## src/rtl/calculator_pkg.sv

```systemverilog
// Shared types and default widths for the streaming calculator.
//   state_t : controller FSM states
//   op_t    : ALU operation select (matches the 2-bit op_i encoding)
//   DEF_*   : default parameter values used by the controller and ALU
package calculator_pkg;

  localparam int unsigned DEF_OP_W   = 32;
  localparam int unsigned DEF_MEM_W  = 64;
  localparam int unsigned DEF_LANES  = 2;
  localparam int unsigned DEF_ADDR_W = 10;
  localparam int unsigned DEF_RD_LAT = 1;

  typedef enum logic [2:0] {
    S_IDLE  = 3'd0,
    S_READ  = 3'd1,
    S_WAIT  = 3'd2,
    S_EXEC  = 3'd3,
    S_WRITE = 3'd4,
    S_DONE  = 3'd5
  } state_t;

  typedef enum logic [1:0] {
    OP_ADD = 2'd0,
    OP_SUB = 2'd1,
    OP_AND = 2'd2,
    OP_XOR = 2'd3
  } op_t;

endpackage

```

## src/rtl/calc_alu.sv

```systemverilog
// Combinational ALU for the stream controller.
// Optional feature: define CALC_SAT_EN to make ADD/SUB saturate instead of wrap.
// Ports:
//   a_i, b_i    : operands (OP_W)
//   op_i        : operation (op_t)
//   result_c_o  : a op b, truncated (or saturated) to OP_W
//   flag_c_o    : ADD carry-out or SUB borrow; 0 for AND/XOR
module calc_alu
  import calculator_pkg::*;
#(
  parameter int unsigned OP_W = DEF_OP_W
) (
  input  logic [OP_W-1:0] a_i,
  input  logic [OP_W-1:0] b_i,
  input  op_t             op_i,
  output logic [OP_W-1:0] result_c_o,
  output logic            flag_c_o
);

  logic [OP_W:0] sum;
  logic [OP_W:0] diff;

  // One extra bit captures carry (ADD) or borrow (SUB)
  assign sum  = {1'b0, a_i} + {1'b0, b_i};
  assign diff = {1'b0, a_i} - {1'b0, b_i};

  always_comb begin
    result_c_o = '0;
    flag_c_o   = 1'b0;
    unique case (op_i)
      OP_ADD: begin
        result_c_o = sum[OP_W-1:0];
        flag_c_o   = sum[OP_W];
`ifdef CALC_SAT_EN
        if (sum[OP_W]) result_c_o = '1;
`endif
      end
      OP_SUB: begin
        result_c_o = diff[OP_W-1:0];
        flag_c_o   = diff[OP_W];
`ifdef CALC_SAT_EN
        if (diff[OP_W]) result_c_o = '0;
`endif
      end
      OP_AND: result_c_o = a_i & b_i;
      OP_XOR: result_c_o = a_i ^ b_i;
      default: result_c_o = '0;
    endcase
  end

endmodule

```

## src/rtl/calc_stream_controller.sv

```systemverilog
// Streams source words [read_start_addr..read_end_addr] through calc_alu and
// packs LANES results per destination word starting at write_start_addr.
// Optional feature: CALC_SAT_EN (saturating ADD/SUB inside calc_alu).
// Ports:
//   clk_i, rst_i            : clock, synchronous active-low reset
//   start_i, op_i           : job start (sampled in S_IDLE) and operation
//   read_start_addr,
//   read_end_addr,
//   write_start_addr        : job address range, latched at start
//   read_o, r_addr_o        : read strobe/address
//   r_data_i                : read data, valid RD_LAT cycles after read_o
//   write_o, w_addr_o,
//   w_data_o                : write strobe/address/data
//   busy_o, done_o          : job in progress, one-cycle completion pulse
//   err_o, ovf_o            : range error (held), sticky carry/borrow
module calc_stream_controller
  import calculator_pkg::*;
#(
  parameter int unsigned OP_W   = DEF_OP_W,
  parameter int unsigned MEM_W  = DEF_MEM_W,
  parameter int unsigned LANES  = DEF_LANES,
  parameter int unsigned ADDR_W = DEF_ADDR_W,
  parameter int unsigned RD_LAT = DEF_RD_LAT
) (
  input  logic              clk_i,
  input  logic              rst_i,
  input  logic              start_i,
  input  logic [1:0]        op_i,
  input  logic [ADDR_W-1:0] read_start_addr,
  input  logic [ADDR_W-1:0] read_end_addr,
  input  logic [ADDR_W-1:0] write_start_addr,
  output logic              read_o,
  output logic [ADDR_W-1:0] r_addr_o,
  input  logic [MEM_W-1:0]  r_data_i,
  output logic              write_o,
  output logic [ADDR_W-1:0] w_addr_o,
  output logic [MEM_W-1:0]  w_data_o,
  output logic              busy_o,
  output logic              done_o,
  output logic              err_o,
  output logic              ovf_o
);

  localparam int unsigned LANE_W    = (LANES > 1) ? $clog2(LANES) : 1;
  localparam int unsigned WAIT_W    = (RD_LAT > 2) ? $clog2(RD_LAT - 1) : 1;
  localparam int unsigned WAIT_INIT = (RD_LAT > 1) ? (RD_LAT - 2) : 0;
  localparam logic [LANE_W-1:0] LAST_LANE = LANE_W'(LANES - 1);

  state_t              state_q;
  op_t                 op_q;
  logic [ADDR_W-1:0]   rd_ptr_q;
  logic [ADDR_W-1:0]   rd_end_q;
  logic [ADDR_W-1:0]   wr_ptr_q;
  logic [LANE_W-1:0]   lane_q;
  logic [WAIT_W-1:0]   wait_cnt_q;
  logic [MEM_W-1:0]    pack_q;
  logic [MEM_W-1:0]    pack_d;
  logic [ADDR_W-1:0]   rd_ptr_inc;

  logic                read_q;
  logic [ADDR_W-1:0]   r_addr_q;
  logic                write_q;
  logic [ADDR_W-1:0]   w_addr_q;
  logic [MEM_W-1:0]    w_data_q;
  logic                busy_q;
  logic                done_q;
  logic                err_q;
  logic                ovf_q;

  logic [OP_W-1:0]     alu_a;
  logic [OP_W-1:0]     alu_b;
  logic [OP_W-1:0]     alu_res;
  logic                alu_flag;

  // Low half is operand a, high half operand b
  assign alu_a = r_data_i[OP_W-1:0];
  assign alu_b = r_data_i[2*OP_W-1:OP_W];

  calc_alu #(
    .OP_W (OP_W)
  ) u_alu (
    .a_i        (alu_a),
    .b_i        (alu_b),
    .op_i       (op_q),
    .result_c_o (alu_res),
    .flag_c_o   (alu_flag)
  );

  assign rd_ptr_inc = rd_ptr_q + ADDR_W'(1);

  // Pack buffer with the current ALU result merged into the active lane
  always_comb begin
    pack_d = pack_q;
    pack_d[int'(lane_q)*OP_W +: OP_W] = alu_res;
  end

  // Controller FSM; all outputs are registered and strobes default low
  always_ff @(posedge clk_i) begin
    if (!rst_i) begin
      state_q    <= S_IDLE;
      op_q       <= OP_ADD;
      rd_ptr_q   <= '0;
      rd_end_q   <= '0;
      wr_ptr_q   <= '0;
      lane_q     <= '0;
      wait_cnt_q <= '0;
      pack_q     <= '0;
      read_q     <= 1'b0;
      r_addr_q   <= '0;
      write_q    <= 1'b0;
      w_addr_q   <= '0;
      w_data_q   <= '0;
      busy_q     <= 1'b0;
      done_q     <= 1'b0;
      err_q      <= 1'b0;
      ovf_q      <= 1'b0;
    end else begin
      read_q   <= 1'b0;
      r_addr_q <= '0;
      write_q  <= 1'b0;
      w_addr_q <= '0;
      w_data_q <= '0;
      done_q   <= 1'b0;

      unique case (state_q)
        S_IDLE: begin
          if (start_i) begin
            op_q     <= op_t'(op_i);
            rd_ptr_q <= read_start_addr;
            rd_end_q <= read_end_addr;
            wr_ptr_q <= write_start_addr;
            ovf_q    <= 1'b0;
            pack_q   <= '0;
            lane_q   <= '0;
            busy_q   <= 1'b1;
            if (read_end_addr < read_start_addr) begin
              err_q   <= 1'b1;
              state_q <= S_DONE;
            end else begin
              err_q    <= 1'b0;
              read_q   <= 1'b1;
              r_addr_q <= read_start_addr;
              state_q  <= S_READ;
            end
          end
        end

        S_READ: begin
          if (RD_LAT > 1) begin
            wait_cnt_q <= WAIT_W'(WAIT_INIT);
            state_q    <= S_WAIT;
          end else begin
            state_q <= S_EXEC;
          end
        end

        S_WAIT: begin
          if (wait_cnt_q == '0) state_q <= S_EXEC;
          else                  wait_cnt_q <= wait_cnt_q - WAIT_W'(1);
        end

        S_EXEC: begin
          if (alu_flag) ovf_q <= 1'b1;
          if ((rd_ptr_q == rd_end_q) || (lane_q == LAST_LANE)) begin
            // Emit the packed word; the buffer restarts empty
            write_q  <= 1'b1;
            w_addr_q <= wr_ptr_q;
            w_data_q <= pack_d;
            pack_q   <= '0;
            lane_q   <= '0;
            state_q  <= S_WRITE;
          end else begin
            pack_q   <= pack_d;
            lane_q   <= lane_q + LANE_W'(1);
            rd_ptr_q <= rd_ptr_inc;
            read_q   <= 1'b1;
            r_addr_q <= rd_ptr_inc;
            state_q  <= S_READ;
          end
        end

        S_WRITE: begin
          wr_ptr_q <= wr_ptr_q + ADDR_W'(1);
          if (rd_ptr_q == rd_end_q) begin
            done_q  <= 1'b1;
            state_q <= S_DONE;
          end else begin
            rd_ptr_q <= rd_ptr_inc;
            read_q   <= 1'b1;
            r_addr_q <= rd_ptr_inc;
            state_q  <= S_READ;
          end
        end

        S_DONE: begin
          // Normal jobs arrive with done already raised; the range-error
          // path arrives with it low and raises it one cycle later.
          if (done_q) begin
            busy_q  <= 1'b0;
            state_q <= S_IDLE;
          end else begin
            done_q <= 1'b1;
          end
        end

        default: state_q <= S_IDLE;
      endcase
    end
  end

  assign read_o   = read_q;
  assign r_addr_o = r_addr_q;
  assign write_o  = write_q;
  assign w_addr_o = w_addr_q;
  assign w_data_o = w_data_q;
  assign busy_o   = busy_q;
  assign done_o   = done_q;
  assign err_o    = err_q;
  assign ovf_o    = ovf_q;

endmodule
```

## config.mk

```make
export PLATFORM = sky130hd
export DESIGN_NAME = calc_stream_controller
export DESIGN_NICKNAME = d
export VERILOG_FILES = /design/src/rtl/calculator_pkg.sv /design/src/rtl/calc_alu.sv /design/src/rtl/calc_stream_controller.sv
export SDC_FILE = /design/constraint.sdc
export NUM_CORES = 1
export LEC_CHECK = 0
export CORE_ASPECT_RATIO = 1.2
export CORE_MARGIN = 1
export CORE_UTILIZATION = 45
export CTS_CLUSTER_SIZE = 12
export DETAILED_ROUTE_END_ITERATION = 8
export PLACE_DENSITY = 0.69
export SLEW_MARGIN = 0
export SYNTH_ARGS = -nofsm -noshare
export SYNTH_HDL_FRONTEND = slang
export SYNTH_HIERARCHICAL = 1
export SYNTH_SLANG_ARGS = --single-unit
```

## constraint.sdc

```tcl
create_clock -name clk_i -period 5.1 [get_ports clk_i]
set_clock_uncertainty 0.05 [all_clocks]
set_input_delay 1.02 -clock clk_i [delete_from_list [all_inputs] [get_ports clk_i]]
set_output_delay 1.02 -clock clk_i [all_outputs]
set_load 0.005 [all_outputs]
```

[Word-level counts from Yosys, hierarchy flattened]
Cells that the tools add are included.
Widths: inputs -> output; s select.
Storage, ports and cells
  output and inout bits: 90
  register bits after elaboration: 191
Operators by class
  muxes and demuxes: 43
  bitwise operators: 2
  add/sub/neg operators: 7
  order comparisons: 1
  shifts and indexed selects: 2
  eq/ne operators: 15
  reductions and logical operators: 16
Operators with widths (number)
  $mux 64: 2
  $pmux 32 s4: 1
  $pmux 64 s2: 1
  $mux 10: 8
  $bwmux 64: 1
  $shift 32x34->64 const A: 1
  $shiftx 32x34->64: 1
  $pmux 10 s3: 2
  $neg 6->34: 1
  $add 32x32->33: 1
  $sub 32x32->33: 1
  $and 32x32->32: 1
  $xor 32x32->32: 1
  $add 10x1->10 const B: 2
  $pmux 10 s2: 1
  $mux 3: 6
  $pmux 3 s6: 1
  $mux 1: 14
  $ne 2x2->1 const B: 6
  $reduce_and 3->1: 4
  $eq 10x10->1: 1
  $lt 10x10->1: 1
  $pmux 1 s2: 5
  $reduce_and 2->1: 4
  14 further kinds: 19

[Logic depth before layout (Yosys ltp)]
  word-level depth: 6
  gate-level depth with buffers: 14
  mapped depth without buffers: 14

[Modules after synthesis]
The synthesis kept the hierarchy.
By module, submodules not included
  calc_stream_controller: times used 1, area each 7128.1 um2, cells each 704
  calc_alu: times used 1, area each 4240.3 um2, cells each 663

[Worst setup path before layout]
Ideal clock, no wire load.
  path type: input port to flip-flop
  from: input r_data_i[44]
  to: register pack_q[18]
  data arrival time: 3.740 ns
  stages on the path: 13
  path buffers: 1
  slack: 1.194 ns
  cells stage by stage: inv_1 ha_1 buf_6 or4_4 or3_1 a21oi_2 nor3_1 or3_1 a21oi_1 nor3_1 a2111o_1 and3_1 a22o_1
On the way
  word-level cells in the longest chain between the ends: 6
  elaborated cells between the ends (all ways): 9
  those cells by class: 2 x add/sub; 1 x shift; 4 x mux; 2 x bitwise
Ends and longest elaborated chain
  from (decl): RTL line calc_stream_controller.sv:34  | input logic [MEM_W-1:0] r_data_i,
  $sub 32x32->33 / $add 32x32->33 (equally long branches): RTL line calc_alu.sv:25, calc_alu.sv:24
  $pmux 32 s4 *: RTL line calc_alu.sv:30  | unique case (op_i)
  net alu_res[18]: RTL line calc_stream_controller.sv:72  | logic [OP_W-1:0] alu_res;
  $shiftx 32x34->64 *: RTL line calc_stream_controller.sv:94  | pack_d[int'(lane_q)*OP_W +: OP_W] = alu_res;
  $bwmux 64 *: RTL line calc_stream_controller.sv:94
  $mux 64 *: RTL line calc_stream_controller.sv:164  | if ((rd_ptr_q == rd_end_q) || (lane_q == LAST_LANE)) begin
  $pmux 64 s2 *: RTL line calc_stream_controller.sv:125  | unique case (state_q)
  to (signal assigned): RTL line calc_stream_controller.sv:173  | pack_q <= pack_d;
  to (decl): RTL line calc_stream_controller.sv:56  | logic [MEM_W-1:0] pack_q;
The timed path passes the listed nets; every way through them passes the cells marked *.
A chain may end at the register's enable or synchronous reset.

[Final worst setup path]
  from: input r_data_i[35]
  to: register w_data_q[60] (netlist: w_data_o[60])
On the way
  word-level cells in the longest chain between the ends: 4
  elaborated cells between the ends (all ways): 7
  those cells by class: 2 x add/sub; 1 x shift; 2 x mux; 2 x bitwise
Ends and longest elaborated chain
  $sub 32x32->33 / $add 32x32->33 (equally long branches): RTL line calc_alu.sv:25, calc_alu.sv:24
  $pmux 32 s4 *: RTL line calc_alu.sv:30
  net alu_res[28]: RTL line calc_stream_controller.sv:72
  $shiftx 32x34->64 *: RTL line calc_stream_controller.sv:94
  $bwmux 64 *: RTL line calc_stream_controller.sv:94
  to (signal assigned): RTL line calc_stream_controller.sv:168  | w_data_q <= pack_d;
  to (decl): RTL line calc_stream_controller.sv:64  | logic [MEM_W-1:0] w_data_q;
Marks and branches as above.

==> results.cfg <==
[global_routing]
grt_max_degree = 88
grt_first_pass_wirelength_um = 51300
grt_use_total_pct = 24.9
grt_pass1_vias = 9870
antenna_found_initial = 2
gr-total-overflow = 0

[clocking]
path_clk_slew_ns = 0.07
ctsHoldBuffers = 0
cts-root-buf = clkbuf_16
clk_path_buf_depth = 2
cts_tree = done
numCtsBuffers = 17
cts-resized-gates = 0
cts.sinks = 190
cts_setup_buffers = 0
clk_latency_ns = 0.44
cts_max_level = 4

[critical_path]
cp-start-kind = primary input
end_kind = register
crit_type = in2reg
cp_slowest_cell = clkdlybuf4s50_1
cp.required_ns = 5.43
critPathMaxStageDelay_ns = 0.48
worstPathCellList = clkdlybuf4s50_1, inv_1, ha_1, nor3_1, o31ai_2, a21oi_2, o31ai_1, a31oi_2, a2111oi_0, mux2_1, a221oi_1, mux2i_1, nor2_1
cp_max_fo = 11
arrival_ns = 4.79

[route]
drc = 0
viasPerCell = 5.70
wire_per_inst_um = 17.7
drt-initial-drc-count = 663
via_count = 10500
ant_nets = 0
drt_pass1_iterations = 5
wl_um = 32700

[timing]
holdWs_ns = 0.407
final-hold-violation-count = 0
fin_setup_tns_ns = 0
min_period_ns = 4.46
min_period_over_period_pct = 87.5
max_freq_mhz = 224
slew_violations = 0
max_slew_margin_pct = 27.4
rsz0062_at_grt = no
setup_violations = 0
max_slew.worst_pin.slew_ns = 1.09

[hold_path]
hold_class = reg2reg

[die]
start_util_pct = 45.9
pin_count = 189
die_x_um = 147
die_h_um = 176
coreArea_sq_um = 24800
row_count = 63
die-area_sq_um = 25900

[synthesis]
synth-main-ff-cell = dfxtp_1
syn_area_sq_um = 11400
synth_mux_area_share_pct = 6.70
postSynthAreaPerCell_sq_um = 8.32
synth_top_area_share_pct = 33.5
synth_top_family_by_area = compound AO/OA/AOI/OAI gates
synth_xor_area_share_pct = 1.54
synth_compound_area_share_pct = 24.1
synth_edf_count = 0
synth-seq-cells = 190
syn_inst = 1367
yosys_warnings = 6
synthArstFlopShare_pct = 0
synth.area.top_cells = dfxtp_1, ha_1, mux2i_1, nor2_1, a21oi_1
synth_largest_area_cell = dfxtp_1
synth.most_common_cell = dfxtp_1
synthAdderAreaFrac_pct = 8.72
synth_fp_nets = 1544
yosys.area_share.simple_pct = 19.2
yosysSeqAreaShare_pct = 33.5
yosys-top-cells-count = dfxtp_1, nor2_1, a21oi_1
synth_cell_types = 93

[power_and_ir_drop]
p_leak_nw = 5.47
ir_drop_mv = 0.253
p_per_area_nw_per_um2 = 307

[finish]
drive_gt1_share_pct = 6.36
areaGrowthSynthToFinish_pct = 23.6
fillCellCount = 2292
nets = 1688

[place]
portBuffers = 188
gp_congestion = 0.938
dp_hpwl_um = 23800

[outcome]
status = finished, final reports clean

[job]
maxCapViolations = 0
-- cell families (layout without fill, tap and decap cells) --
family,after synthesis,in the layout
flops,190,190
other cells,0,1
compound gates,397,397
xor+xnor,20,20
mux,75,75
simple gates,440,440
fa+ha+maj,78,78
buf+inv,167,324
-- power breakdown --
part	total, mW	switching (mW)	leakage [nW]	internal (mW)
sequential	1.65	0.0845	1.54	1.56
clock	1.36	0.643	0.291	0.721
combinational	1.31	0.770	3.64	0.541
-- per-layer routing --
| layer | part of all wire [%] | GRT usage (%) |
|---|---|---|
| met1 | 42 | 30.8 |
| met2 | 48 | 42.4 |
| met3 | 5.0 | 3.54 |
| met4 | 4.1 | 12.2 |
| met5 | 0.037 | 0 |
-- critical path: cells and delay by family --
kind                       cells  cell delay (ns)
buffers and inverters          2             0.54
AOI/OAI and AO/OA              6             2.01
and+or+nand+nor                2             0.25
adders and majority gates      1             0.45
muxes                          2             0.50
-- flip-flops by register name, summed over array words and instances, names as in the netlist --
| name | count |
|---|---|
| rd_ptr_q | 10 |
| write_o | 1 |
| lane_q | 1 |
| state_q | 3 |
| pack_q | 64 |
| read_o | 1 |
| rd_end_q | 10 |
| op_q | 2 |
| wr_ptr_q | 10 |
| w_data_o | 64 |
| busy_o | 1 |
| ovf_o | 1 |
| w_addr_o | 10 |
| done_o | 1 |
| err_o | 1 |
| r_addr_o | 10 |
-- cell type report --
class | count | area [sq um] | share of cell area [%]
Inverter | 75 | 282 | 2.00
Tap cell | 325 | 407 | 2.89
Antenna cell | 1 | 2.50 | 0.0178
Clock buffer | 19 | 453 | 3.22
Sequential cell | 190 | 3810 | 27.1
Timing Repair Buffer | 217 | 2100 | 14.9
Multi-Input combinational cell | 1010 | 6860 | 48.8
Clock inverter | 13 | 146 | 1.04
-- metrics by stage --
step                total power, mW  instance area [sq um]  setup WS, ns  util [%]  std cells
floorplan                      2.57                  11400          1.19         -       1367
global placement               2.95                  13500         0.257      54.4       1817
detailed placement             2.97                  13500         0.183      54.4       1817
CTS                            4.33                  14100         0.661      56.8       1849
global route                   4.53                  14100         0.233      56.8       1850
finish                         4.32                  14100         0.638      56.8       1850
-- final timing paths --
kind,startpoint,end,slack [ns],cells after the start
worst max-delay path,r_data_i[35],w_data_o[60],0.64,13
worst min-delay path,pack_q[34],pack_q[34],0.41,1
worst max register to register,op_q[0],w_data_o[44],2.29,7
worst min register to register,pack_q[34],pack_q[34],0.41,1
-- layout by cell type (no fill, tap or decap), drive strengths merged, types with 13 or more instances in the layout --
cell type / netlist / final
and2: 46 / 46
a31oi: 14 / 14
nand2: 92 / 92
clkbuf: 43 / 19
nor2: 149 / 149
nor3: 33 / 33
dfxtp: 190 / 190
inv: 74 / 80
o21ai: 66 / 66
ha: 76 / 76
a21o: 17 / 17
xnor2: 13 / 13
nand3: 23 / 23
nand4: 16 / 16
nand2b: 18 / 18
mux2i: 69 / 69
clkdlybuf4s50: 0 / 188
a21oi: 109 / 109
nor2b: 13 / 13
o211ai: 36 / 36
a22o: 39 / 39
buf: 49 / 29
a211oi: 21 / 21
Note: power is estimated with default switching activity, not from simulation.
